File: config.mk
export PLATFORM = sky130hd
export DESIGN_NAME = bcd_to_binary_seq
export DESIGN_NICKNAME = d
export VERILOG_FILES = /design/src/rtl/bcd_to_binary_seq.sv
export SDC_FILE = /design/constraint.sdc
export NUM_CORES = 1
export LEC_CHECK = 0
export ABC_CLOCK_PERIOD_IN_PS = 1300
export CELL_PAD_IN_SITES_DETAIL_PLACEMENT = 1
export CELL_PAD_IN_SITES_GLOBAL_PLACEMENT = 1
export CORE_UTILIZATION = 36
export CTS_CLUSTER_SIZE = 20
export DETAILED_ROUTE_END_ITERATION = 12
export HOLD_SLACK_MARGIN = 0.15
export PLACE_DENSITY_LB_ADDON = 0.1
export SKIP_CTS_REPAIR_TIMING = 1
export SLEW_MARGIN = 20
export SYNTH_ARGS = -nofsm -noshare
export SYNTH_HDL_FRONTEND = slang
export SYNTH_SLANG_ARGS = --single-unit
File: constraint.sdc
create_clock -name clk -period 1.3 [get_ports clk]
set_input_delay 0.26 -clock clk [delete_from_list [all_inputs] [get_ports clk]]
set_output_delay 0.26 -clock clk [all_outputs]
set_load 0.1 [all_outputs]
File: src/rtl/bcd_to_binary_seq.sv
// Sequential three-digit BCD to binary converter using the reverse double-dabble
// algorithm: one right shift per cycle with a -3 correction on every BCD nibble.
module bcd_to_binary_seq #(
   parameter int ITER = 10
) (
   input  logic            clk,
   input  logic            reset,
   input  logic            start,
   input  logic [11:0]     bcd_in,
   output logic            busy,
   output logic            done,
   output logic [ITER-1:0] bin_out,
   output logic            error
);

   localparam int CNT_W = $clog2(ITER + 1);
   localparam int CAT_W = 12 + ITER;

   typedef enum logic [1:0] {
      IDLE   = 2'd0,
      SHIFT  = 2'd1,
      FINISH = 2'd2
   } state_t;

   state_t           state_reg;
   state_t           state_next;
   logic [11:0]      work_reg;
   logic [ITER-1:0]  acc_reg;
   logic [CNT_W-1:0] cnt_reg;
   logic [ITER-1:0]  bin_reg;
   logic             error_reg;

   logic [2:0]       nibble_bad;
   logic             in_invalid;
   logic             last_iter;
   logic [CAT_W-1:0] cat_shift;
   logic [11:0]      work_shift;
   logic [11:0]      work_adj;
   logic [ITER-1:0]  acc_shift;

   // The working register feeds its LSB into the accumulator MSB on every shift.
   assign cat_shift  = {work_reg, acc_reg} >> 1;
   assign work_shift = cat_shift[CAT_W-1:ITER];
   assign acc_shift  = cat_shift[ITER-1:0];

   generate
      for (genvar gi = 0; gi < 3; gi++) begin : g_nibble
         assign nibble_bad[gi] = (bcd_in[gi*4 +: 4] > 4'd9);
         // A nibble at 8 or more after the shift carried a ten's half-weight; -3 restores BCD.
         assign work_adj[gi*4 +: 4] = (work_shift[gi*4 +: 4] >= 4'd8)
                                      ? (work_shift[gi*4 +: 4] - 4'd3)
                                      : work_shift[gi*4 +: 4];
      end
   endgenerate

   assign in_invalid = |nibble_bad;
   assign last_iter  = (cnt_reg == CNT_W'(ITER - 1));

   always_comb begin
      state_next = state_reg;
      case (state_reg)
         IDLE: begin
            if (start) begin
               state_next = in_invalid ? FINISH : SHIFT;
            end
         end
         SHIFT: begin
            if (last_iter) begin
               state_next = FINISH;
            end
         end
         FINISH:  state_next = IDLE;
         default: state_next = IDLE;
      endcase
   end

   always_ff @(posedge clk or posedge reset) begin
      if (reset) begin
         state_reg <= IDLE;
         work_reg  <= '0;
         acc_reg   <= '0;
         cnt_reg   <= '0;
         bin_reg   <= '0;
         error_reg <= 1'b0;
      end else begin
         state_reg <= state_next;
         case (state_reg)
            IDLE: begin
               if (start) begin
                  work_reg  <= bcd_in;
                  acc_reg   <= '0;
                  cnt_reg   <= '0;
                  error_reg <= in_invalid;
                  // Invalid requests complete next cycle, so the zero result is published now.
                  if (in_invalid) begin
                     bin_reg <= '0;
                  end
               end
            end
            SHIFT: begin
               work_reg <= work_adj;
               acc_reg  <= acc_shift;
               cnt_reg  <= cnt_reg + CNT_W'(1);
               if (last_iter) begin
                  bin_reg <= acc_shift;
               end
            end
            default: ;
         endcase
      end
   end

   assign busy    = (state_reg == SHIFT);
   assign done    = (state_reg == FINISH);
   assign bin_out = bin_reg;
   assign error   = error_reg;

`ifndef SYNTHESIS
   // Every BCD bit must have been shifted out by the end of a valid conversion.
   work_clear_at_finish: assert property (@(posedge clk) disable iff (reset)
      (state_reg == FINISH && !error_reg) |-> (work_reg == '0));
`endif

endmodule

==> flow_metrics.py, run 1 <==
metrics = {
    "run_status": {
        "status": "finished, violations left",
        "violations": "setup timing",
    },
    "clock_tree": {
        "clock_path_buffers": 2,
        "clock_latency_ns": 0.29,
        "root_buffer": "clkbuf_8",
        "htreeDepth": 2,
        "cts_made_buffers": 5,
        "clk_pin_slew_ns": 0.08,
        "clock_sinks": 38,
        "tritoncts": "done",
    },
    "critical_path": {
        "path_cells": "buf_6 > nand2b_4 > inv_8 > buf_12",
        "critPathLaunchType": "flop",
        "crit_path_end_kind": "output port",
        "path_buf_inv": 3,
        "critPathMaxStageDelay_ns": 0.48,
        "cp_max_fo": 7,
        "critPathRequiredTime_ns": 1.04,
        "cp_slowest_cell": "dfrtp_2",
        "crit_family": "flip-flops",
        "worst-setup-path-type": "reg2out",
        "worst_ep_arrival_time_ns": 1.23,
    },
    "route": {
        "route.vias.total": 1864,
        "wl_met3_um": 149,
        "routedWlPerCell_um": 18.8,
        "top_layer": "met4",
        "wirelength_mm": 6.38,
        "first_iter_violations": 97,
        "drc": 0,
        "wl_met1_mm": 2.80,
        "dr.pass1.iters": 4,
        "met2_length_mm": 3.39,
        "drt-vias-per-instance": 5.48,
        "antenna_left": 0,
    },
    "floorplan": {
        "fp.coreArea_um2": 5470,
        "die_w_um": 77.3,
        "die_h_um": 77.3,
        "fp.dieArea_um2": 5970,
        "rows": 27,
        "start_util_pct": 37.3,
        "io-pin-count": 28,
    },
    "cells_and_area": {
        "final-seq-area_um2": 966,
        "nets": 288,
        "multiInputGateArea_um2": 991,
        "syn2layout_area_growth_pct": 52.1,
        "fillCellCount": 604,
        "drive_above_1_share_pct": 38.4,
        "largest_reg_flops": 12,
        "antennaDiodeCount": 0,
    },
    "sta": {
        "slew_headroom_pct": 74.0,
        "setup_violations": 31,
        "tightest_slew_ns": 0.387,
        "skew_ns": 0.00912,
        "rsz0062_at_grt": "true",
        "period_needed_ns": 1.49,
        "fin_ws_ns": -0.194,
        "period_share_pct": 115,
        "final_max_slew_viol_count": 0,
        "hold_viol_final": 0,
        "fmax_mhz": 669,
        "holdWs_ns": 0.329,
    },
    "placed_design": {
        "io_buffers": 27,
        "place_congestion": 0.846,
        "dp_hpwl_mm": 4.22,
        "dpl_worst_slack_ns": -0.522,
    },
    "synthesis": {
        "syn_nets": 224,
        "ys_seq_area_share_pct": 46.6,
        "synth_area_per_cell_um2": 10.0,
        "yosys_warnings": 0,
        "ys_types": 36,
        "ys_seq_elements": 38,
        "postSynthCellCount": 203,
        "synth_area_um2": 2040,
    },
    "global_route": {
        "grt_pass1_wl_mm": 9.52,
        "grt_max_degree": 39,
        "track_usage_pct": 20.1,
        "grt_overflow": 0,
        "antenna_found_initial": 0,
        "grt_pass1_vias": 1909,
    },
    "power_and_ir_drop": {
        "ir_drop_v": 0.000927,
        "power_density_nw_per_um2": 1920,
        "power_leakage_nw": 1.35,
    },
    "flow_run": {
        "maxCapViolCount": 0,
    },
    "hold_path": {
        "hold_path_class": "in2async",
    },
}
through the flow:
stage | instance area [um2] | instances | utilization (%) | power [W] | TNS, ns
2_1_floorplan | 2070 | 203 | - | 0.00333 | -0.133
3_3_place_gp | 2740 | 320 | 50.1 | 0.00415 | -8.53
3_5_place_dp | 2740 | 320 | 50.1 | 0.00431 | -10.61
4_1_cts | 2850 | 328 | 52.0 | 0.00531 | -3.46
5_1_grt | 3100 | 340 | 56.7 | 0.00631 | -3.65
6_report | 3100 | 340 | 56.7 | 0.00597 | -2.18
cells in the mapped netlist:
library cell / n / share of area (%)
xnor2_1: 2 / 0.86
nand2_1: 9 / 1.7
o221ai_1: 2 / 0.86
o21ba_2: 1 / 0.49
ha_1: 6 / 3.7
o22ai_1: 1 / 0.31
buf_2: 6 / 1.5
inv_2: 1 / 0.18
inv_1: 21 / 3.9
o21ai_0: 14 / 3.4
buf_4: 5 / 1.8
nand2b_4: 1 / 0.67
nor2b_1: 4 / 1.2
and3b_1: 1 / 0.43
mux2_2: 4 / 2.2
a32o_1: 1 / 0.49
nand4b_1: 1 / 0.43
nand3_1: 11 / 2.7
clkbuf_1: 4 / 0.74
nor2_1: 3 / 0.55
xor2_1: 2 / 0.86
o211ai_1: 10 / 3.7
a22oi_1: 7 / 2.6
a222oi_1: 2 / 0.98
o21ai_1: 2 / 0.49
o21bai_2: 1 / 0.55
dfrtp_1: 38 / 47
a32oi_1: 2 / 0.86
nand4_1: 11 / 3.4
nor3b_1: 10 / 3.7
a22o_1: 11 / 4.7
a21oi_1: 2 / 0.49
nand2b_1: 1 / 0.31
buf_6: 3 / 1.7
a21o_1: 2 / 0.74
and2_1: 1 / 0.31
logic make-up (layout without fill, tap and decap cells):
family	Yosys count	after routing	synth area share, %
flops	38	38	46.6
xor+xnor	4	4	1.72
buf+inv	40	105	9.75
mux	4	4	2.21
compound gates	58	58	20.7
fa+ha+maj	6	6	3.68
simple gates	53	53	15.3
power breakdown:
group | internal, W | leakage [nW] | switching [W]
registers | 0.00147 | 0.485 | 0.000296
logic | 0.00156 | 0.815 | 0.00166
clock network | 0.000575 | 0.0524 | 0.000417
placed cells by master, fill, tap and decap left out, drive strengths merged:
cell type,netlist,layout
ha,6,6
clkdlybuf4s50,0,13
o211ai,10,10
a21o,2,2
nand2b,2,2
nor2b,4,4
o21ba,1,1
o21ai,16,16
dfrtp,38,38
a32o,1,1
mux2,4,4
inv,22,22
a32oi,2,2
nand3,11,11
nor2,3,3
dlymetal6s2s,0,1
o22ai,1,1
o21bai,1,1
nand4b,1,1
bufinv,0,1
a22oi,7,7
a21oi,2,2
o221ai,2,2
xnor2,2,2
nand4,11,11
nand2,9,9
nor3b,10,10
clkbuf,4,8
a222oi,2,2
buf,14,60
xor2,2,2
and2,1,1
and3b,1,1
a22o,11,11
final cells by class:
class / count / area share [%]
clock buffer: 7 / 2.46
timing repair buffer: 75 / 27.7
clock inverter: 1 / 0.968
sequential: 38 / 31.1
inverter: 22 / 2.90
tap: 72 / 2.90
multi-input combinational: 125 / 31.9
worst paths after layout:
| path | start | endpoint | slack, ns | depth (start not counted) |
|---|---|---|---|---|
| hold reg to reg | work_reg[11] | work_reg[11] | 0.50 | 1 |
| min in group clk | work_reg[11] | work_reg[11] | 0.50 | 1 |
| setup / recovery | state_reg[0] | busy | -0.19 | 4 |
| hold / removal | reset | work_reg[5] | 0.33 | 3 |
| max in group asynchronous | reset | state_reg[0] | 0.75 | 3 |
| setup reg to reg | state_reg[0] | acc_reg[4] | -0.10 | 6 |
metal layers:
metal | track usage (%) | vias to the layer above
met2 | 32.7 | 24
met3 | 4.29 | 4
li1 | - | 860
met5 | 0 | -
met1 | 27.3 | 976
met4 | 4.15 | 0
worst register-to-register path, cell delays in order (launching register included):
cell and delay [ns]:
dfrtp_2 0.48, buf_6 0.15, nand2b_4 0.12, inv_8 0.05
buf_4 0.15, buf_6 0.13, a22o_1 0.23
(Power assumes the default switching activity.)
==> run 2: changes to the inputs <==
- CORE_MARGIN: unset -> 2
- CORE_UTILIZATION: 36 -> 30
==> flow_metrics.py, run 2 (synthesis results as in run 1) <==
metrics = {
    "clock_tree": {
        "cts_made_buffers": 5,
        "clock_sinks": 38,
        "root_buffer": "clkbuf_8",
        "tritoncts": "done",
        "clk_pin_slew_ns": 0.08,
        "clock_path_buffers": 2,
        "clock_latency_ns": 0.30,
        "htreeDepth": 2,
    },
    "run_status": {
        "status": "finished, violations left",
        "violations": "setup timing",
    },
    "sta": {
        "slew_headroom_pct": 69.4,
        "final_max_slew_viol_count": 0,
        "fin_ws_ns": -0.179,
        "fin_tns_setup_ns": -2.51,
        "holdWs_ns": 0.308,
        "fmax_mhz": 676,
        "hold_viol_final": 0,
        "setup_violations": 35,
        "period_share_pct": 114,
        "rsz0062_at_grt": "true",
        "period_needed_ns": 1.48,
        "skew_ns": 0.0115,
        "tightest_slew_ns": 0.454,
    },
    "global_route": {
        "grt_pass1_vias": 1993,
        "track_usage_pct": 17.4,
        "grt_max_degree": 39,
        "grt_pass1_wl_mm": 10.1,
        "antenna_found_initial": 0,
        "grt_overflow": 0,
    },
    "critical_path": {
        "cp_slowest_cell": "dfrtp_2",
        "crit_family": "flip-flops",
        "ff2ff_setup_slack_ns": -0.10,
        "worst-setup-path-type": "reg2out",
        "r2r-end": "bin_out[6]",
        "path_cells": "nand2b_4 > inv_6 > buf_12",
        "critPathMaxStageDelay_ns": 0.47,
        "cp_max_fo": 6,
        "worst_r2r_path_depth": 5,
        "path_buf_inv": 2,
        "r2r_start": "state_reg[0]",
        "worst_ep_arrival_time_ns": 1.22,
        "crit_path_end_kind": "output port",
        "critPathLaunchType": "flop",
        "critPathRequiredTime_ns": 1.04,
    },
    "cells_and_area": {
        "final_common_cell": "buf_4",
        "layout_common_cells": "37 x buf_4, 26 x dfrtp_1, 21 x inv_1",
        "fillCellCount": 722,
        "design_area_um2": 3150,
        "multiInputGateArea_um2": 968,
        "syn2layout_area_growth_pct": 54.3,
        "antennaDiodeCount": 0,
        "nets": 288,
        "largest_reg_flops": 12,
        "final-seq-area_um2": 966,
        "drive_above_1_share_pct": 37.7,
        "utilization_pct": 47.1,
    },
    "route": {
        "route.vias.total": 1820,
        "first_iter_violations": 67,
        "drc": 0,
        "routedWlPerCell_um": 18.5,
        "drt-vias-per-instance": 5.23,
        "dr.pass1.iters": 4,
        "antenna_left": 0,
        "wirelength_mm": 6.45,
    },
    "power_and_ir_drop": {
        "power_leakage_nw": 1.37,
        "ir_drop_v": 0.00141,
        "power_density_nw_per_um2": 2010,
    },
    "placed_design": {
        "dpl_worst_slack_ns": -0.332,
        "place_congestion": 0.905,
        "place_area_um2": 2760,
        "io_buffers": 27,
        "dp_hpwl_mm": 4.44,
    },
    "floorplan": {
        "fp.coreArea_um2": 6680,
        "rows": 30,
        "die_h_um": 86.5,
        "io-pin-count": 28,
        "start_util_pct": 30.5,
        "fp.dieArea_um2": 7470,
        "die_w_um": 86.5,
    },
    "hold_path": {
        "hold_path_class": "in2async",
    },
    "flow_run": {
        "maxCapViolCount": 0,
    },
}
run 2: worst max path at each step:
stage               cells past startpoint  slack (ns)          from     endpoint
finish                                  3       -0.18  state_reg[1]         busy
global route                            3       -0.22  state_reg[1]         busy
CTS                                     4       -0.29  state_reg[0]         busy
detailed placement                      4       -0.33     bcd_in[2]        error
global placement                        5       -0.24         start  work_reg[4]
floorplan                               3       -0.13  state_reg[0]         done
run 2: power breakdown:
| group | internal [W] | switching [W] | total, W |
|---|---|---|---|
| Combinational | 0.00163 | 0.00170 | 0.00333 |
| Clock | 0.000819 | 0.000449 | 0.00127 |
| Sequential | 0.00147 | 0.000274 | 0.00174 |
run 2: per-stage QoR:
step                      cells  total power, W
final                       348         0.00634
after global routing        348         0.00671
after CTS                   335         0.00565
after detailed placement    327         0.00437
after global placement      327         0.00421
after floorplan             203         0.00333
run 2: layout make-up:
type                            count  area share (%)
Multi-Input combinational cell    125            30.8
Sequential cell                    38            30.7
Timing Repair Buffer               75            28.0
Tap cell                           80            3.18
Inverter                           22            2.78
Clock buffer                        6            2.62
Clock inverter                      2            1.91
run 2: per-layer routing:
layer	GRT usage, %	part of all wire [%]
met5	0	0
met1	21.9	44
met3	2.38	2.1
met4	6.53	1.8
met2	30.2	52
run 2: tightest hold or removal path, stage by stage:
cell,delay [ns]
clkdlybuf4s50_1,0.39
inv_1,0.09
buf_12,0.24
